**config.mk**
```make
export PLATFORM = sky130hd
export DESIGN_NAME = multicycle_controller
export DESIGN_NICKNAME = d
export VERILOG_FILES = /design/src/rtl/rv32i_pkg.sv /design/src/rtl/mc_alu_decoder.sv /design/src/rtl/multicycle_controller.sv
export SDC_FILE = /design/constraint.sdc
export NUM_CORES = 1
export LEC_CHECK = 0
export BUFFER_PORTS_ARGS = -buffer_cell sky130_fd_sc_hd__buf_2
export CORE_MARGIN = 2
export CORE_UTILIZATION = 50
export CTS_BUF_LIST = sky130_fd_sc_hd__clkbuf_16
export DETAILED_ROUTE_END_ITERATION = 12
export PLACE_DENSITY = 0.9
export REMOVE_ABC_BUFFERS = 1
export SYNTH_ARGS = -nofsm -noshare
export SYNTH_HDL_FRONTEND = slang
export SYNTH_SLANG_ARGS = --single-unit
```
**constraint.sdc**
```tcl
create_clock -name clk -period 6.05 [get_ports clk]
set_input_delay 0.605 -clock clk [delete_from_list [all_inputs] [get_ports clk]]
set_output_delay 0.605 -clock clk [all_outputs]
set_load 0.01 [all_outputs]
```
**src/rtl/rv32i_pkg.sv**
```systemverilog
// Shared RV32I control encodings for the multicycle core: opcodes, ALU ops,
// immediate formats, controller states and datapath mux selects.
package rv32i_pkg;

    typedef enum logic [3:0] {
        ALU_ADD   = 4'd0,
        ALU_SUB   = 4'd1,
        ALU_SLL   = 4'd2,
        ALU_SLT   = 4'd3,
        ALU_XOR   = 4'd4,
        ALU_SRL   = 4'd5,
        ALU_SRA   = 4'd6,
        ALU_OR    = 4'd7,
        ALU_AND   = 4'd8,
        ALU_BPASS = 4'd9
    } alu_op_t;

    typedef enum logic [6:0] {
        OP_LOAD   = 7'b0000011,
        OP_STORE  = 7'b0100011,
        OP_R      = 7'b0110011,
        OP_I      = 7'b0010011,
        OP_LUI    = 7'b0110111,
        OP_JAL    = 7'b1101111,
        OP_JALR   = 7'b1100111,
        OP_BRANCH = 7'b1100011
    } opcode_t;

    // First three values match the legacy sign-extender selects.
    typedef enum logic [2:0] {
        IMM_I     = 3'd0,
        IMM_SHAMT = 3'd1,
        IMM_S     = 3'd2,
        IMM_U     = 3'd3,
        IMM_B     = 3'd4,
        IMM_J     = 3'd5
    } imm_sel_t;

    typedef enum logic [3:0] {
        S_FETCH     = 4'd0,
        S_DECODE    = 4'd1,
        S_MEM_ADDR  = 4'd2,
        S_MEM_READ  = 4'd3,
        S_MEM_WB    = 4'd4,
        S_MEM_WRITE = 4'd5,
        S_EXEC_R    = 4'd6,
        S_EXEC_I    = 4'd7,
        S_ALU_WB    = 4'd8,
        S_JAL       = 4'd9,
        S_BRANCH    = 4'd10,
        S_LUI       = 4'd11,
        S_JALR      = 4'd12,
        S_JALR_LINK = 4'd13,
        S_TRAP      = 4'd14
    } mc_state_t;

    typedef enum logic [1:0] {
        SRC_A_PC     = 2'd0,
        SRC_A_OLD_PC = 2'd1,
        SRC_A_RS1    = 2'd2
    } alu_src_a_t;

    typedef enum logic [1:0] {
        SRC_B_RS2  = 2'd0,
        SRC_B_IMM  = 2'd1,
        SRC_B_FOUR = 2'd2
    } alu_src_b_t;

    typedef enum logic [1:0] {
        RES_ALUOUT  = 2'd0,
        RES_MEMDATA = 2'd1,
        RES_ALU     = 2'd2
    } result_src_t;

    localparam logic [6:0] FUNCT7_ALT = 7'b0100000;

endpackage

```
**src/rtl/mc_alu_decoder.sv**
```systemverilog
// Maps funct3/funct7 of R-type and I-type ALU instructions onto an ALU operation.
module mc_alu_decoder
    import rv32i_pkg::*;
(
    input  logic [2:0] funct3,
    input  logic [6:0] funct7,
    input  logic       is_rtype,
    output logic [3:0] alu_op
);

    logic alt;

    assign alt = (funct7 == FUNCT7_ALT);

    // SUB only exists for R-type; SRAI shares the funct7 marker with SRA.
    always_comb begin
        alu_op = ALU_ADD;
        case (funct3)
            3'b000: alu_op = (is_rtype && alt) ? ALU_SUB : ALU_ADD;
            3'b001: alu_op = ALU_SLL;
            3'b010: alu_op = ALU_SLT;
            3'b011: alu_op = ALU_SLT;
            3'b100: alu_op = ALU_XOR;
            3'b101: alu_op = alt ? ALU_SRA : ALU_SRL;
            3'b110: alu_op = ALU_OR;
            3'b111: alu_op = ALU_AND;
            default: alu_op = ALU_ADD;
        endcase
    end

endmodule

```
**src/rtl/multicycle_controller.sv**
```systemverilog
// Multicycle RV32I sequencer: walks each instruction through shared-memory and
// shared-ALU steps, handshakes with memory, traps unknown opcodes, counts retires.
module multicycle_controller
    import rv32i_pkg::*;
#(
    parameter int unsigned INSTRET_W = 32
) (
    input  logic                 clk,
    input  logic                 reset,
    input  logic [6:0]           opcode,
    input  logic [2:0]           funct3,
    input  logic [6:0]           funct7,
    input  logic                 alu_eq,
    input  logic                 mem_ready,
    output logic                 mem_req,
    output logic                 mem_write,
    output logic                 adr_src,
    output logic                 ir_write,
    output logic                 pc_write,
    output logic                 reg_write,
    output logic [1:0]           alu_src_a,
    output logic [1:0]           alu_src_b,
    output logic [3:0]           alu_op,
    output logic [1:0]           result_src,
    output logic [2:0]           imm_sel,
    output logic                 illegal,
    output logic [3:0]           state_check,
    output logic [INSTRET_W-1:0] instret
);

    mc_state_t  state;
    logic       is_rtype;
    logic [3:0] dec_alu_op;
    logic       retire;

    assign is_rtype    = (opcode == OP_R);
    assign state_check = state;

    mc_alu_decoder u_alu_decoder (
        .funct3   (funct3),
        .funct7   (funct7),
        .is_rtype (is_rtype),
        .alu_op   (dec_alu_op)
    );

    // Every path back to FETCH other than reset retires an instruction.
    always_comb begin
        retire = 1'b0;
        case (state)
            S_MEM_WB, S_ALU_WB, S_BRANCH, S_JALR_LINK: retire = 1'b1;
            S_MEM_WRITE:                               retire = mem_ready;
            default:                                   retire = 1'b0;
        endcase
    end

    always_ff @(posedge clk) begin
        if (reset) begin
            state   <= S_FETCH;
            illegal <= 1'b0;
            instret <= '0;
        end else begin
            case (state)
                S_FETCH:     if (mem_ready) state <= S_DECODE;
                S_DECODE: begin
                    case (opcode)
                        OP_LOAD, OP_STORE: state <= S_MEM_ADDR;
                        OP_R:              state <= S_EXEC_R;
                        OP_I:              state <= S_EXEC_I;
                        OP_LUI:            state <= S_LUI;
                        OP_JAL:            state <= S_JAL;
                        OP_JALR:           state <= S_JALR;
                        OP_BRANCH:         state <= S_BRANCH;
                        default: begin
                            state   <= S_TRAP;
                            illegal <= 1'b1;
                        end
                    endcase
                end
                S_MEM_ADDR:  state <= (opcode == OP_STORE) ? S_MEM_WRITE : S_MEM_READ;
                S_MEM_READ:  if (mem_ready) state <= S_MEM_WB;
                S_MEM_WRITE: if (mem_ready) state <= S_FETCH;
                S_EXEC_R, S_EXEC_I, S_JAL, S_LUI: state <= S_ALU_WB;
                S_JALR:      state <= S_JALR_LINK;
                S_MEM_WB, S_ALU_WB, S_BRANCH, S_JALR_LINK: state <= S_FETCH;
                S_TRAP:      state <= S_TRAP;
                default:     state <= S_FETCH;
            endcase
            if (retire) instret <= instret + INSTRET_W'(1);
        end
    end

    // Datapath controls are pure decodes of the state, qualified by IR fields,
    // the memory handshake (FETCH) and the ALU compare flag (BRANCH).
    always_comb begin
        mem_req    = 1'b0;
        mem_write  = 1'b0;
        adr_src    = 1'b0;
        ir_write   = 1'b0;
        pc_write   = 1'b0;
        reg_write  = 1'b0;
        alu_src_a  = SRC_A_PC;
        alu_src_b  = SRC_B_RS2;
        alu_op     = ALU_ADD;
        result_src = RES_ALUOUT;
        imm_sel    = IMM_I;
        case (state)
            S_FETCH: begin
                mem_req    = 1'b1;
                alu_src_b  = SRC_B_FOUR;
                result_src = RES_ALU;
                ir_write   = mem_ready;
                pc_write   = mem_ready;
            end
            S_DECODE: begin
                alu_src_a = SRC_A_OLD_PC;
                alu_src_b = SRC_B_IMM;
                imm_sel   = (opcode == OP_JAL) ? IMM_J : IMM_B;
            end
            S_MEM_ADDR: begin
                alu_src_a = SRC_A_RS1;
                alu_src_b = SRC_B_IMM;
                imm_sel   = (opcode == OP_STORE) ? IMM_S : IMM_I;
            end
            S_MEM_READ: begin
                mem_req = 1'b1;
                adr_src = 1'b1;
            end
            S_MEM_WB: begin
                result_src = RES_MEMDATA;
                reg_write  = 1'b1;
            end
            S_MEM_WRITE: begin
                mem_req   = 1'b1;
                mem_write = 1'b1;
                adr_src   = 1'b1;
            end
            S_EXEC_R: begin
                alu_src_a = SRC_A_RS1;
                alu_src_b = SRC_B_RS2;
                alu_op    = dec_alu_op;
            end
            S_EXEC_I: begin
                alu_src_a = SRC_A_RS1;
                alu_src_b = SRC_B_IMM;
                alu_op    = dec_alu_op;
                imm_sel   = (funct3 == 3'b001 || funct3 == 3'b101) ? IMM_SHAMT : IMM_I;
            end
            S_ALU_WB: begin
                result_src = RES_ALUOUT;
                reg_write  = 1'b1;
            end
            S_JAL: begin
                pc_write   = 1'b1;
                result_src = RES_ALUOUT;
                alu_src_a  = SRC_A_OLD_PC;
                alu_src_b  = SRC_B_FOUR;
            end
            S_BRANCH: begin
                alu_src_a  = SRC_A_RS1;
                alu_src_b  = SRC_B_RS2;
                alu_op     = ALU_SUB;
                result_src = RES_ALUOUT;
                pc_write   = ((funct3 == 3'b000) && alu_eq) || ((funct3 == 3'b001) && !alu_eq);
            end
            S_LUI: begin
                alu_src_b = SRC_B_IMM;
                imm_sel   = IMM_U;
                alu_op    = ALU_BPASS;
            end
            S_JALR: begin
                alu_src_a  = SRC_A_RS1;
                alu_src_b  = SRC_B_IMM;
                imm_sel    = IMM_I;
                result_src = RES_ALU;
                pc_write   = 1'b1;
            end
            S_JALR_LINK: begin
                alu_src_a  = SRC_A_OLD_PC;
                alu_src_b  = SRC_B_FOUR;
                result_src = RES_ALU;
                reg_write  = 1'b1;
            end
            default: ;
        endcase
    end

endmodule
```
==> impl_metrics.json <==
{
  "status": "finished clean",
  "grt_pass1_vias": 2258,
  "path_cells": "buf_2 -> or4b_2 -> nor4_1 -> a41oi_1 -> o32ai_1 -> buf_2",
  "io_buffers": 76,
  "synth_top_area_share_pct": 30.7,
  "start_util_pct": 51.5,
  "peakVddDrop_v": 0.000185,
  "worst_slew_pin_slew_ps": 752,
  "initialDrtViolationCount": 211,
  "finalCritPeriodShare_pct": 50.7,
  "gp_congestion": 0.865,
  "synth_edf_count": 0,
  "syn2layout_area_growth_pct": 21.8,
  "tritoncts": "done",
  "syn-instance-count": 310,
  "start_kind": "input port",
  "setup_slack_ps": 2980,
  "setup_viol": 0,
  "synth_area_leaders": "dfxtp_1, nor2_1, xor2_1",
  "final_cell_mix": "buf_2, nor2_1, dfxtp_1, nand2_1, a21oi_1",
  "placedInstanceArea_um2": 2780,
  "crit_path_end_kind": "output pin",
  "vias": 2580,
  "cts_hold_buf": 0,
  "grtUsageMet3_pct": 4.66,
  "met2_usage_pct": 38.6,
  "grt_max_degree": 40,
  "firstDrtPassIters": 5,
  "seq_area_frac_synth_pct": 30.7,
  "crit_required_ps": 5440,
  "power.leakage_nw": 1.20,
  "finalNetCount": 397,
  "fin_setup_tns_ps": 0,
  "cp_slowest_cell": "or4b_2",
  "post_cts_resize_count": 0,
  "antenna_found_initial": 0,
  "path_max_fanout": 3,
  "fmax_ghz": 0.326,
  "ys_types": 51,
  "avgSynthCellArea_um2": 7.79,
  "critPathTopFamily": "simple AND/OR/NAND/NOR gates",
  "crit_top_cell": "buf_2",
  "post-dp-hpwl_um": 4290,
  "powerDensity_nw_per_um2": 333,
  "finClkSkew_ps": 3.46,
  "io_pins": 77,
  "viasPerCell": 6.00,
  "synth_top_cell_by_area": "dfxtp_1",
  "grt.busiest_layer": "met2",
  "synth.cell_area_um2": 2410,
  "path_clk_slew_ps": 50,
  "drv_cap": 0,
  "post-cts-setup-buffers": 0,
  "finalInstanceArea_um2": 2940,
  "clockRootBuffer": "clkbuf_16",
  "synth_ff_type": "dfxtp_1",
  "wl_um": 6120,
  "grt_overflow": 0,
  "cts_buffer_depth": 2,
  "slowest_delay_ps": 660,
  "fin_crit_ps": 3070,
  "worst-setup-path-type": "in2out",
  "rows": 25,
  "core_area_um2": 4690,
  "clock_sinks": 37,
  "drv_slew": 0,
  "layout_commonest_cell": "buf_2",
  "h-tree-depth": 2,
  "clk_latency_ps": 280,
  "synth_seq_cells": 37,
  "dieArea_um2": 5400,
  "met1_usage_pct": 29.7,
  "synthArstFlopShare_pct": 0,
  "hold_viol": 0,
  "dieHeight_um": 73.5,
  "slew_headroom_pct": 49.8,
  "n_antenna_cell": 0,
  "worstPathBufferInverterCount": 2,
  "rsz0062_at_grt": "no",
  "grt_pass1_wl_um": 10100,
  "ant_nets": 0,
  "grt_use_total_pct": 23.4,
  "drcViolationCount": 0,
  "min_path_type": "reg2reg",
  "die_width_um": 73.5,
  "cts_made_buffers": 5,
  "routedWlPerCell_um": 14.2,
  "place_ws_ps": 3050,
  "drive_above_1_share_pct": 25.5,
  "cp.arrival_ps": 2460,
  "yosysWarnings": 0
}
## registers in the layout (all words and copies together) (netlist names)
name         count
state_check      4
instret         32
illegal          1
## logic make-up (layout without fill, tap and decap cells)
kind of cell / after synthesis / in the layout / synth area share (%)
compound gates: 81 / 81 / 24.9
xor+xnor: 26 / 26 / 9.43
fa+ha+maj: 2 / 2 / 0.933
buf+inv: 31 / 97 / 5.80
flops: 37 / 37 / 30.7
mux: 1 / 1 / 0.466
simple gates: 132 / 132 / 27.8
## cell usage after synthesis, drive strengths merged, types with 2 or more instances
library cell  number
or3               10
a41oi              2
clkbuf            13
o21a               3
nand2b             4
nand3b             2
nand3             12
xnor2             11
nor3               7
o2111ai            5
inv               11
nand4             10
o211ai             6
o32ai              2
a31o               2
o41ai              3
and3               6
nand2             24
xor2              15
o21ai             18
a211oi             3
nor4               2
and4               2
a2111o             2
dfxtp             37
buf                7
and2               2
nor2b              8
nor2              39
a31oi              3
a2111oi            5
a21oi             21
## stage by stage
step | util (%) | cells | total power [mW] | hold slack, ps
2_1_floorplan | - | 290 | 0.552 | 463
3_3_place_gp | 59.2 | 422 | 0.686 | 436
3_5_place_dp | 59.2 | 422 | 0.692 | 450
4_1_cts | 62.7 | 430 | 0.980 | 457
5_1_grt | 62.7 | 430 | 1.04 | 514
6_report | 62.7 | 430 | 0.979 | 454
## worst register-to-register path: cells and delay by family, from the launching register on
kind | cells | cell delay, ps
buf+inv | 1 | 240
compound gates | 3 | 710
simple gates | 2 | 680
flops | 1 | 760
## final cells by class
class,count,area [um^2]
flip-flops and latches,37,741
inverters,11,41.3
clock buffers,5,125
well taps,54,67.6
multi-input cells,242,1530
clock inverters,3,37.5
repair buffers,78,395
fillers,406,1750
## worst paths after layout
path | from | slack, ps | cells past startpoint | endpoint
hold reg to reg | illegal$_SDFFE_PP0P_ | 450 | 2 | illegal$_SDFFE_PP0P_
hold / removal | illegal$_SDFFE_PP0P_ | 450 | 2 | illegal$_SDFFE_PP0P_
setup / recovery | funct7[2] | 2980 | 6 | alu_op[0]
setup reg to reg | state_check[0]$_SDFFE_PP0P_ | 3600 | 6 | instret[31]$_SDFFE_PP0P_
## power breakdown
| part | internal, mW | switching, mW |
|---|---|---|
| Clock | 0.191 | 0.0949 |
| Sequential | 0.260 | 0.0639 |
| Combinational | 0.150 | 0.218 |
## routing by layer
metal  vias to the layer above  part of all wire [%]
met5                         -                     0
met3                         8                   5.8
li1                       1259                     -
met1                      1210                    43
met2                       103                    50
met4                         0                   1.6
No activity file was read; power rests on OpenSTA's default activity.
